[src/rtl/div32x32_iter_if.sv]
// div32x32_iter_if: start/busy handshake and operand/result bus of the iterative divider.
//   start, dividend, divisor        : request side (driven by the sequencer)
//   busy, quotient, remainder,
//   div_by_zero                     : response side (driven by the divider)
// Modports: master = sequencer, slave = divider.
interface div32x32_iter_if;
    localparam int unsigned W = 32;

    logic         start;
    logic [W-1:0] dividend;
    logic [W-1:0] divisor;
    logic         busy;
    logic [W-1:0] quotient;
    logic [W-1:0] remainder;
    logic         div_by_zero;

    modport master (
        output start, dividend, divisor,
        input  busy, quotient, remainder, div_by_zero
    );

    modport slave (
        input  start, dividend, divisor,
        output busy, quotient, remainder, div_by_zero
    );
endinterface

[src/rtl/div32x32_iter.sv]
// div32x32_iter: 32-bit unsigned radix-2 restoring divider, one quotient bit per clock.
// Ports:
//   clk    : clock, rising edge
//   reset  : asynchronous active-low reset
//   bus    : div32x32_iter_if.slave (start/dividend/divisor in; busy/quotient/remainder/div_by_zero out)
// Optional feature macro: DIV32X32_EARLY_EXIT_EN -- dividends that fit in 16 bits
// iterate only 16 times (17 busy cycles instead of 33).
module div32x32_iter (
    input  logic              clk,
    input  logic              reset,
    div32x32_iter_if.slave    bus
);
    localparam int unsigned W  = 32;
    localparam int unsigned HW = W / 2;
    localparam int unsigned CW = 5;

    typedef enum logic [1:0] {IDLE, CALC, FIN} state_t;

    state_t         r_state, w_state_nxt;
    logic [CW-1:0]  r_cnt, w_cnt_nxt;
    logic [W-1:0]   r_d, w_d_nxt;
    logic [W-1:0]   r_q, w_q_nxt;
    // Partial remainder is always < divisor after each step, so 32 bits hold it;
    // the 33rd bit only exists transiently in the shifted trial value.
    logic [W-1:0]   r_r, w_r_nxt;
    logic [W:0]     w_shift;
    logic [W:0]     w_tmp;
    logic           r_busy, w_busy_nxt;
    logic [W-1:0]   r_quotient, w_quotient_nxt;
    logic [W-1:0]   r_remainder, w_remainder_nxt;
    logic           r_div_by_zero, w_div_by_zero_nxt;

    // State and datapath registers
    always_ff @(posedge clk or negedge reset) begin
        if (!reset) begin
            r_state       <= IDLE;
            r_cnt         <= '0;
            r_d           <= '0;
            r_q           <= '0;
            r_r           <= '0;
            r_busy        <= 1'b0;
            r_quotient    <= '0;
            r_remainder   <= '0;
            r_div_by_zero <= 1'b0;
        end else begin
            r_state       <= w_state_nxt;
            r_cnt         <= w_cnt_nxt;
            r_d           <= w_d_nxt;
            r_q           <= w_q_nxt;
            r_r           <= w_r_nxt;
            r_busy        <= w_busy_nxt;
            r_quotient    <= w_quotient_nxt;
            r_remainder   <= w_remainder_nxt;
            r_div_by_zero <= w_div_by_zero_nxt;
        end
    end

    // Trial subtraction of the divisor from the shifted partial remainder
    always_comb begin
        w_shift = {r_r, r_q[W-1]};
        w_tmp   = w_shift - {1'b0, r_d};
    end

    // Next-state, datapath and result logic
    always_comb begin
        w_state_nxt       = r_state;
        w_cnt_nxt         = r_cnt;
        w_d_nxt           = r_d;
        w_q_nxt           = r_q;
        w_r_nxt           = r_r;
        w_quotient_nxt    = r_quotient;
        w_remainder_nxt   = r_remainder;
        w_div_by_zero_nxt = r_div_by_zero;

        case (r_state)
            IDLE: begin
                if (bus.start) begin
                    w_d_nxt           = bus.divisor;
                    w_q_nxt           = bus.dividend;
                    w_r_nxt           = '0;
                    w_cnt_nxt         = CW'(W - 1);
                    w_div_by_zero_nxt = 1'b0;
                    w_state_nxt       = (bus.divisor == '0) ? FIN : CALC;
`ifdef DIV32X32_EARLY_EXIT_EN
                    // Upper half is zero: skip the 16 leading zero quotient bits.
                    if ((bus.divisor != '0) && (bus.dividend[W-1:HW] == '0)) begin
                        w_q_nxt   = {bus.dividend[HW-1:0], {HW{1'b0}}};
                        w_cnt_nxt = CW'(HW - 1);
                    end
`endif
                end
            end

            CALC: begin
                if (!w_tmp[W]) begin
                    w_r_nxt = w_tmp[W-1:0];
                    w_q_nxt = {r_q[W-2:0], 1'b1};
                end else begin
                    w_r_nxt = w_shift[W-1:0];
                    w_q_nxt = {r_q[W-2:0], 1'b0};
                end
                if (r_cnt == '0) begin
                    w_state_nxt = FIN;
                end else begin
                    w_cnt_nxt = r_cnt - CW'(1);
                end
            end

            FIN: begin
                // q_reg still holds the untouched dividend on the divide-by-zero path.
                if (r_d == '0) begin
                    w_quotient_nxt    = '1;
                    w_remainder_nxt   = r_q;
                    w_div_by_zero_nxt = 1'b1;
                end else begin
                    w_quotient_nxt    = r_q;
                    w_remainder_nxt   = r_r;
                    w_div_by_zero_nxt = 1'b0;
                end
                w_state_nxt = IDLE;
            end

            default: w_state_nxt = IDLE;
        endcase

        w_busy_nxt = (w_state_nxt != IDLE);
    end

    assign bus.busy        = r_busy;
    assign bus.quotient    = r_quotient;
    assign bus.remainder   = r_remainder;
    assign bus.div_by_zero = r_div_by_zero;

endmodule
[src/flat_wrapper.sv]
// flat-port wrapper written by rule: the top's interface ports become plain ports
module div32x32_iter_flat 
  (clk, reset, bus_start, bus_dividend, bus_divisor, bus_busy, bus_quotient, bus_remainder, bus_div_by_zero);
  div32x32_iter_if bus_i ();
  input  logic clk;
  input  logic reset;
  input wire logic [$bits(bus_i.start)-1:0] bus_start;
  input wire logic [$bits(bus_i.dividend)-1:0] bus_dividend;
  input wire logic [$bits(bus_i.divisor)-1:0] bus_divisor;
  output wire logic [$bits(bus_i.busy)-1:0] bus_busy;
  output wire logic [$bits(bus_i.quotient)-1:0] bus_quotient;
  output wire logic [$bits(bus_i.remainder)-1:0] bus_remainder;
  output wire logic [$bits(bus_i.div_by_zero)-1:0] bus_div_by_zero;
  assign bus_i.start = bus_start;
  assign bus_i.dividend = bus_dividend;
  assign bus_i.divisor = bus_divisor;
  assign bus_busy = bus_i.busy;
  assign bus_quotient = bus_i.quotient;
  assign bus_remainder = bus_i.remainder;
  assign bus_div_by_zero = bus_i.div_by_zero;
  div32x32_iter u_core (.clk(clk), .reset(reset), .bus(bus_i));
endmodule
[config.mk]
export PLATFORM = sky130hd
export DESIGN_NAME = div32x32_iter_flat
export DESIGN_NICKNAME = d
export VERILOG_FILES = /design/src/rtl/div32x32_iter_if.sv /design/src/rtl/div32x32_iter.sv /design/src/flat_wrapper.sv
export SDC_FILE = /design/constraint.sdc
export NUM_CORES = 1
export LEC_CHECK = 0
export BUFFER_PORTS_ARGS = -buffer_cell sky130_fd_sc_hd__buf_2
export CAP_MARGIN = 20
export CORE_MARGIN = 5
export CORE_UTILIZATION = 35
export DETAILED_ROUTE_END_ITERATION = 7
export MAX_ROUTING_LAYER = met4
export SLEW_MARGIN = 20
export SYNTH_ARGS = -nofsm -noshare
export SYNTH_HDL_FRONTEND = slang
export SYNTH_SLANG_ARGS = --single-unit
[constraint.sdc]
create_clock -name clk -period 2.75 [get_ports clk]
set_input_delay 0.4125 -clock clk [delete_from_list [all_inputs] [get_ports clk]]
set_output_delay 0.4125 -clock clk [all_outputs]
set_load 0.02 [all_outputs]
==> reports/qor.txt, run 1 <==
status: finished with violations
violated checks: negative setup slack
# setup viols final: 32
maximum VDD drop: 0.625 mV
fin crit share: 104%
Root Driver: clkbuf_16
worst setup margin: -106 ps
total CTS buffers: 17
Worst Max-Slew Pin Slew: 608 ps
Crit Path Class: reg2reg
Avg Cell Area, Syn: 8.88 µm²
I/O Buffers: 132
crit path capture: u_core.r_r[0]
Critical-path top delay cell: dfrtp_1
Pwr Total: 15.9 mW
dpl ws: -152 ps
Initial Util: 35.2%
NumNets Final: 1304
share of cells above drive strength 1: 22.5%
Worst-path clk slew: 70 ps
Ys Warns: 0
critical path data required time: 3070 ps
Arr. time, crit path: 3170 ps
Die W: 171 µm
Vias/cell: 5.06
max cap viols: 0
grt total ovfl: 0
Slew Viols, Final: 0
Synth Instances: 1022
worst skew pair latency: 430 ps
synthesized cell area: 9080 µm²
Hold Crit Class: in2reg
CP peak stage delay: 380 ps
Final ANT Viol Nets: 0
asr flop ratio synth: 100%
Syn Nets: 1123
drt wl/cell: 16.6 µm
Buffers & Inverters on Critical Path: 3
register bit count reported by yosys: 169
core area: 25800 µm²
setup_tns: -2120 ps
FMAX: 0.350 GHz
CP cell instances: inv_2 -> ha_4 -> inv_2 -> fa_2 -> a211oi_2 -> o21ai_2 -> o2111ai_2 -> a31o_1 -> a211oi_2 -> a211o_2 -> buf_12 -> nand2_1 -> o21ai_1 -> a22o_1
commonest non-fill, non-tap cell in the layout: nand2_1
Critical Path End Type: register
Rel. slew slack: 59.4%
final hold vios: 0
clock skew: 7.90 ps
r2r endpoint: u_core.r_r[0]
CP max FO: 17
Leak Pwr: 5.29 nW
via count: 7850
drt first pass iters: 4
DP Wirelength: 19.1 mm
antenna cells: 0
PwrDens: 1390 nW/µm²
row count: 59
CP Depth: 14
Worst R2R Path Depth: 14
CP top delay family: compound AO/OA/AOI/OAI gates
Die H: 171 µm
Reg-to-Reg Start: u_core.r_q[31]
drt total wl: 25.7 mm
vias in the first global route: 7420
first-pass GRT wire length: 40.4 mm
Netlist cell types: 52
Worst Setup SP: u_core.r_q[31]
sequential share of the synthesized area: 46.6%
final core occ: 44.2%
Area growth syn-to-layout: 25.6%
CTS tree: yes
Iter 0 DRT Violations: 568
gr usage total: 18.0%
CTS Buffer Depth: 2
commonest cells after routing, fill and taps aside: nand2_1, dfrtp_1, o21ai_0
die area: 29300 µm²
antenna violations before repair: 0
flop-to-flop setup slack: -110 ps
GPL Wtd Cong: 0.935
Final min period: 2860 ps
unrepaired setup endpoints after global routing: true
CP startpoint kind: register
pin count of the biggest net entering global routing: 90
Post-synth top flop: dfrtp_1
DRC: 0
IO Pins: 133
Post-synth EDFFs: 0
htree depth: 4
number of clock sinks: 169
-- synth_stat cells (2+ instances only) --
master	number	share of area (%)
a22oi_1	6	0.50
a21o_1	17	1.4
a31oi_1	6	0.41
o21ai_0	143	7.9
nor2_1	73	3.0
a41oi_1	2	0.19
and3b_1	2	0.19
ha_1	33	4.5
a2111oi_0	2	0.19
o21a_1	2	0.17
o21ai_1	32	1.8
mux2i_1	68	7.5
buf_1	3	0.12
nand2_1	182	7.5
nand4_1	7	0.48
o31ai_1	4	0.33
inv_1	44	1.8
and2_1	3	0.21
a32oi_1	7	0.68
nor2b_1	10	0.69
a211oi_1	4	0.33
nor4_1	17	1.2
a211oi_2	2	0.28
nand3_1	12	0.66
o2111ai_1	2	0.19
o211ai_1	3	0.25
nand2b_1	5	0.34
dfrtp_1	169	47
nor3_1	5	0.28
clkbuf_1	42	1.7
buf_2	11	0.61
xor2_1	12	1.2
xnor2_1	16	1.5
and3_1	6	0.41
o21bai_1	2	0.17
a21oi_1	52	2.9
-- repair_timing --
item                                    CTS  global route
buffers inserted                          1             0
resized for setup                        11             8
pin swaps                                 7             1
endpoints found under the setup margin   32            33
hold endpoints to repair                 42             0
hold buffers                              1             0
cloned                                    0             1
-- how the worst min path moves through the flow --
| stage | end | cells past startpoint | from |
|---|---|---|---|
| floorplan | u_core.bus.busy | 0 | reset |
| global placement | u_core.bus.quotient[9] | 1 | reset |
| detailed placement | u_core.bus.quotient[9] | 1 | reset |
| CTS | u_core.r_d[18] | 3 | bus_divisor[18] |
| global route | u_core.r_d[25] | 3 | bus_divisor[25] |
| finish | u_core.r_d[18] | 3 | bus_divisor[18] |
-- sequential cells by signal (all words and copies together) (netlist names) --
register,flops
u_core.bus.div_by_zero,1
u_core.r_d,32
u_core.r_cnt,5
u_core.bus.quotient,32
u_core.bus.busy,1
u_core.r_r,32
u_core.bus.remainder,32
u_core.r_state,2
u_core.r_q,32
-- routing by layer --
| metal | wire [µm] | vias to the layer above | part of all wire, % | global-route usage, % |
|---|---|---|---|---|
| li1 | - | 3927 | - | - |
| met1 | 13400 | 3689 | 52 | 27.6 |
| met2 | 10500 | 215 | 41 | 24.9 |
| met3 | 1540 | 19 | 6.0 | 3.05 |
| met4 | 259 | 0 | 1.0 | 4.00 |
| met5 | 0 | - | 0 | - |
-- layout make-up --
class                   count  area, µm²
multi-input cells         752       4550
repair buffers            219       1420
inverters                  44        165
fillers                  2524      14400
well taps                 335        419
clock buffers              20        447
clock inverters            12        166
flip-flops and latches    169       4230
-- kinds of logic after synthesis --
family	Yosys count	synth area share, %
mux	68	7.50
compound gates	298	18.9
xor+xnor	28	2.70
buf+inv	101	4.41
flops	169	46.6
fa+ha+maj	34	4.77
simple gates	324	15.2
-- power by group --
group / switching, mW / internal [mW] / leakage (nW)
Clock: 1.07 / 1.47 / 0.290
Sequential: 0.831 / 3.50 / 2.19
Combinational: 5.05 / 3.95 / 2.81
Total: 6.96 / 8.92 / 5.29
-- worst min-delay path, cell delays in order --
cell	delay (ps)
buf_2	90
nand2_1	40
o21ai_0	60
-- stage by stage --
stage / hold slack (ps) / std cells / instance area [µm²]
after floorplan: 117 / 1022 / 9080
after global placement: 377 / 1516 / 10700
after detailed placement: 376 / 1516 / 10700
after CTS: 192 / 1550 / 11300
after global routing: 207 / 1551 / 11400
final: 208 / 1551 / 11400
(Power assumes the default switching activity.)
==> inputs of run 2 (changes only) <==
--- a/config.mk
+++ b/config.mk
@@ -8,9 +8,10 @@
 export BUFFER_PORTS_ARGS = -buffer_cell sky130_fd_sc_hd__buf_2
 export CAP_MARGIN = 20
 export CORE_MARGIN = 5
-export CORE_UTILIZATION = 35
+export CORE_UTILIZATION = 47
 export DETAILED_ROUTE_END_ITERATION = 7
 export MAX_ROUTING_LAYER = met4
+export PLACE_DENSITY = 0.7
 export SLEW_MARGIN = 20
 export SYNTH_ARGS = -nofsm -noshare
 export SYNTH_HDL_FRONTEND = slang
==> run 2 against run 1 <==
Net effect:
- register-to-register slack got worse by 20 ps
- die area decreased by 24%
- the run still ends with negative setup slack left
- setup slack got worse by 19 ps
- highest routed layer unchanged
- largest cell class unchanged
- sequential power increased by 1%
- sequential cell count unchanged
- non-clock buffer count decreased by 3
- clock power decreased by 7%
- combinational power increased by 8.8%
- sequential share of layout area decreased by 0.24 points
- critical path depth unchanged
- maximum frequency decreased by 0.65%
- clock skew increased by 1.1 ps
==> reports/qor.txt, run 2 (same netlist as run 1, synthesis figures left out) <==
CP cell instances: inv_2 -> ha_4 -> inv_2 -> fa_2 -> a211oi_2 -> o21ai_2 -> o2111ai_2 -> a31o_1 -> a211oi_2 -> buf_4 -> a211oi_4 -> buf_12 -> mux2i_1 -> o21ai_1
violated checks: negative setup slack
GPL Wtd Cong: 0.929
Leak Pwr: 5.31 nW
vias in the first global route: 7421
# setup viols final: 23
critical path data required time: 3060 ps
commonest cells after routing, fill and taps aside: nand2_1, dfrtp_1, o21ai_0
total CTS buffers: 17
dpl ws: -165 ps
Die H: 149 µm
Worst Max-Slew Pin Slew: 633 ps
Final ANT Viol Nets: 0
DP Wirelength: 18.3 mm
CTS tree: yes
CP startpoint kind: register
drt first pass iters: 4
drt wl/cell: 16.9 µm
Critical Path End Type: register
Initial Util: 48.2%
Die W: 149 µm
Critical-path top delay cell: dfrtp_1
Placed Cells: 1434
Buffers & Inverters on Critical Path: 4
Arr. time, crit path: 3180 ps
worst setup margin: -124 ps
I/O Buffers: 132
final hold vios: 0
die area: 22200 µm²
clock skew: 8.98 ps
Area growth syn-to-layout: 26.4%
Iter 0 DRT Violations: 677
fin crit share: 105%
Vias/cell: 5.40
Rel. slew slack: 57.7%
grt total ovfl: 0
IO Pins: 133
Root Driver: clkbuf_16
Slew Viols, Final: 0
first-pass GRT wire length: 39.0 mm
unrepaired setup endpoints after global routing: true
Worst-path clk slew: 60 ps
CP peak stage delay: 400 ps
row count: 50
core area: 18800 µm²
Hold Crit Class: in2reg
FMAX: 0.348 GHz
NumNets Final: 1301
antenna cells: 0
worst skew pair latency: 430 ps
number of clock sinks: 169
CP top delay family: compound AO/OA/AOI/OAI gates
gr usage total: 22.8%
antenna violations before repair: 0
PwrDens: 1440 nW/µm²
maximum VDD drop: 0.655 mV
via count: 7946
htree depth: 4
Crit Path Class: reg2reg
max cap viols: 0
CTS Buffer Depth: 2
Layout Cells excl Fill: 1471
CP max FO: 7
pin count of the biggest net entering global routing: 91
worst hold slack: 204 ps
DRC: 0
status: finished with violations
share of cells above drive strength 1: 24.2%
drt total wl: 24.9 mm
commonest non-fill, non-tap cell in the layout: nand2_1
Final min period: 2870 ps
## run 2: metrics by stage
stage	setup TNS [ps]	total power [mW]	cell area (µm²)	util [%]
after floorplan	0	9.89	9080	-
after global placement	-708	12.8	10600	56.1
after detailed placement	-2750	12.9	10600	56.1
after CTS	-1250	15.5	11200	59.3
after global routing	-5410	17.8	11500	60.9
final	-1150	16.6	11500	60.9
## run 2: final cells by class
cell class,count,area [µm²]
tap,260,325
sequential,169,4230
fill,1616,7360
clock buffer,20,447
inverter,44,165
timing repair buffer,216,1470
multi-input combinational,752,4720
clock inverter,10,119
## run 2: final timing paths
path,to,slack (ps),cells past startpoint,from
setup reg to reg,u_core.r_r[28],-120,14,u_core.r_q[31]
max in group asynchronous,u_core.r_d[0],1570,3,reset
hold / removal,u_core.r_d[14],200,3,bus_divisor[14]
setup / recovery,u_core.r_r[28],-120,14,u_core.r_q[31]
min in group asynchronous,u_core.bus.quotient[26],510,2,reset
hold reg to reg,u_core.bus.quotient[10],470,2,u_core.bus.quotient[10]
## run 2: what timing repair did
action                     CTS  global route
setup endpoints to repair   30            33
buffers inserted             2             1
hold buffers                 1             0
gates cloned                 0             3
pin swaps                    3            17
gates resized for setup      9            47
hold endpoints to repair    49             0
## run 2: worst reg2reg max path, cell delays in order, from the launching register on
cell	delay (ps)
dfrtp_1	400
inv_2	90
ha_4	140
inv_2	30
fa_2	340
a211oi_2	210
o21ai_2	80
o2111ai_2	200
a31o_1	230
a211oi_2	100
buf_4	150
a211oi_4	290
buf_12	190
mux2i_1	220
o21ai_1	90
## run 2: per-layer routing
metal | vias up | global-route usage, % | wire length (µm)
met5 | - | - | 0
met4 | 0 | 4.99 | 269
met3 | 28 | 3.68 | 1490
met2 | 234 | 32.0 | 10500
met1 | 3759 | 34.8 | 12600
li1 | 3925 | - | -
## run 2: power breakdown
group,switching [mW],leakage [nW],internal [mW]
registers,0.890,2.19,3.50
logic,5.45,2.84,4.35
clock network,1.00,0.281,1.36
total,7.34,5.31,9.21
==> inputs of run 3 (changes only) <==
--- a/config.mk
+++ b/config.mk
@@ -9,6 +9,7 @@
 export CAP_MARGIN = 20
 export CORE_MARGIN = 5
 export CORE_UTILIZATION = 47
+export CTS_BUF_LIST = sky130_fd_sc_hd__clkbuf_16
 export DETAILED_ROUTE_END_ITERATION = 7
 export MAX_ROUTING_LAYER = met4
 export PLACE_DENSITY = 0.7
==> run 3 against run 2 <==
Net effect:
- the run still ends with negative setup slack left
- setup slack got worse by 18 ps
- clock skew is 1.5 ps higher
- largest power group unchanged
- clock power is 2% lower
- first-iteration DRC count fell by 11%
- register-to-register slack worse by 20 ps
- combinational power barely moved
- via count about the same
- critical endpoint unchanged
- largest cell class unchanged
- non-clock buffer count unchanged
- wire length fell by 0.17%
==> reports/qor.txt, run 3 (same netlist as run 1, synthesis figures left out) <==
Worst Setup SP: u_core.r_q[31]
Vias/cell: 5.40
Critical-path top delay cell: dfrtp_1
unrepaired setup endpoints after global routing: true
final hold vios: 0
drt total wl: 24.8 mm
CP startpoint kind: register
CP max FO: 7
fin crit share: 105%
Buffers & Inverters on Critical Path: 4
Initial Util: 48.2%
worst setup margin: -142 ps
total CTS buffers: 17
worst hold slack: 203 ps
Root Driver: clkbuf_16
Layout fillers: 1616
share of cells above drive strength 1: 24.1%
CTS Buffer Depth: 2
die area: 22200 µm²
antenna cells: 0
antenna violations before repair: 0
dpl ws: -165 ps
core area: 18800 µm²
PwrDens: 1440 nW/µm²
first-pass GRT wire length: 39.0 mm
maximum VDD drop: 0.652 mV
grt total ovfl: 0
Final ANT Viol Nets: 0
vias in the first global route: 7421
Hold Crit Class: in2reg
CTS tree: yes
drt wl/cell: 16.9 µm
GPL Wtd Cong: 0.929
IO Pins: 133
Arr. time, crit path: 3200 ps
Critical Path End Type: register
Rel. slew slack: 57.6%
DRC: 0
commonest cells after routing, fill and taps aside: nand2_1, dfrtp_1, o21ai_0
max cap viols: 0
worst skew pair latency: 430 ps
Slew Viols, Final: 0
clock skew: 10.4 ps
Die H: 149 µm
number of clock sinks: 169
CP peak stage delay: 400 ps
CP cell instances: inv_2 -> ha_4 -> inv_2 -> fa_2 -> a211oi_2 -> o21ai_2 -> o2111ai_2 -> a31o_1 -> a211oi_2 -> buf_4 -> a211oi_4 -> buf_12 -> mux2i_1 -> o21ai_1
DP Wirelength: 18.3 mm
Iter 0 DRT Violations: 600
CP top delay family: compound AO/OA/AOI/OAI gates
Worst-path clk slew: 60 ps
I/O Buffers: 132
Final min period: 2890 ps
critical path data required time: 3060 ps
row count: 50
drt first pass iters: 5
Worst Max-Slew Pin Slew: 634 ps
commonest non-fill, non-tap cell in the layout: nand2_1
Reg-to-Reg Start: u_core.r_q[31]
Area growth syn-to-layout: 26.3%
Die W: 149 µm
htree depth: 4
NumNets Final: 1301
Crit Path Class: reg2reg
status: finished with violations
Hold Crit Start: bus_divisor[14]
gr usage total: 22.8%
violated checks: negative setup slack
# setup viols final: 25
pin count of the biggest net entering global routing: 91
Leak Pwr: 5.31 nW
FMAX: 0.346 GHz
via count: 7939
## run 3: path summary, 6_finish.rpt
path,to,slack [ps],cells past startpoint
max,u_core.r_r[28],-140,14
min,u_core.r_d[14],200,3
max reg2reg,u_core.r_r[28],-140,14
min reg2reg,u_core.bus.quotient[26],470,2
max in group asynchronous,u_core.r_d[0],1560,3
min in group asynchronous,u_core.bus.quotient[26],510,2
## run 3: tightest hold or removal path, stage by stage
cell and delay [ps]:
buf_2 80, nand2_1 40, o21ai_0 60
## run 3: report_power, final
part | internal, mW | switching [mW] | total (mW)
sequential | 3.50 | 0.887 | 4.39
clock | 1.32 | 0.998 | 2.32
combinational | 4.35 | 5.44 | 9.79
## run 3: timing repair
action                     CTS  global route
resized for setup            9            47
setup endpoints to repair   30            33
buffers inserted             2             1
hold endpoints to repair    49             0
hold buffers                 1             0
pin swaps                    3            17
gates cloned                 0             3
## run 3: final cells by class
cell class	instances	area (µm²)	share of cell area, %
clock buffer	17	425	3.71
timing repair buffer	216	1470	12.8
clock inverter	13	130	1.14
tap	260	325	2.84
multi-input combinational	752	4720	41.2
inverter	44	165	1.44
sequential	169	4230	36.9
## run 3: routing by layer
layer	vias up	global-route usage [%]	share of wire [%]
li1	3922	-	-
met1	3742	34.8	50
met2	250	32.0	42
met3	25	3.68	6.7
met4	0	4.99	1.1
met5	-	-	0
## run 3: per-stage QoR
| step | total power, mW | instance area, µm² | instances | setup TNS [ps] | utilization, % |
|---|---|---|---|---|---|
| after floorplan | 9.89 | 9080 | 1022 | 0 | - |
| after global placement | 12.8 | 10600 | 1434 | -708 | 56.1 |
| after detailed placement | 12.9 | 10600 | 1434 | -2750 | 56.1 |
| after CTS | 15.4 | 11200 | 1467 | -1260 | 59.3 |
| after global routing | 17.7 | 11500 | 1471 | -5410 | 60.9 |
| final | 16.5 | 11500 | 1471 | -1260 | 60.9 |
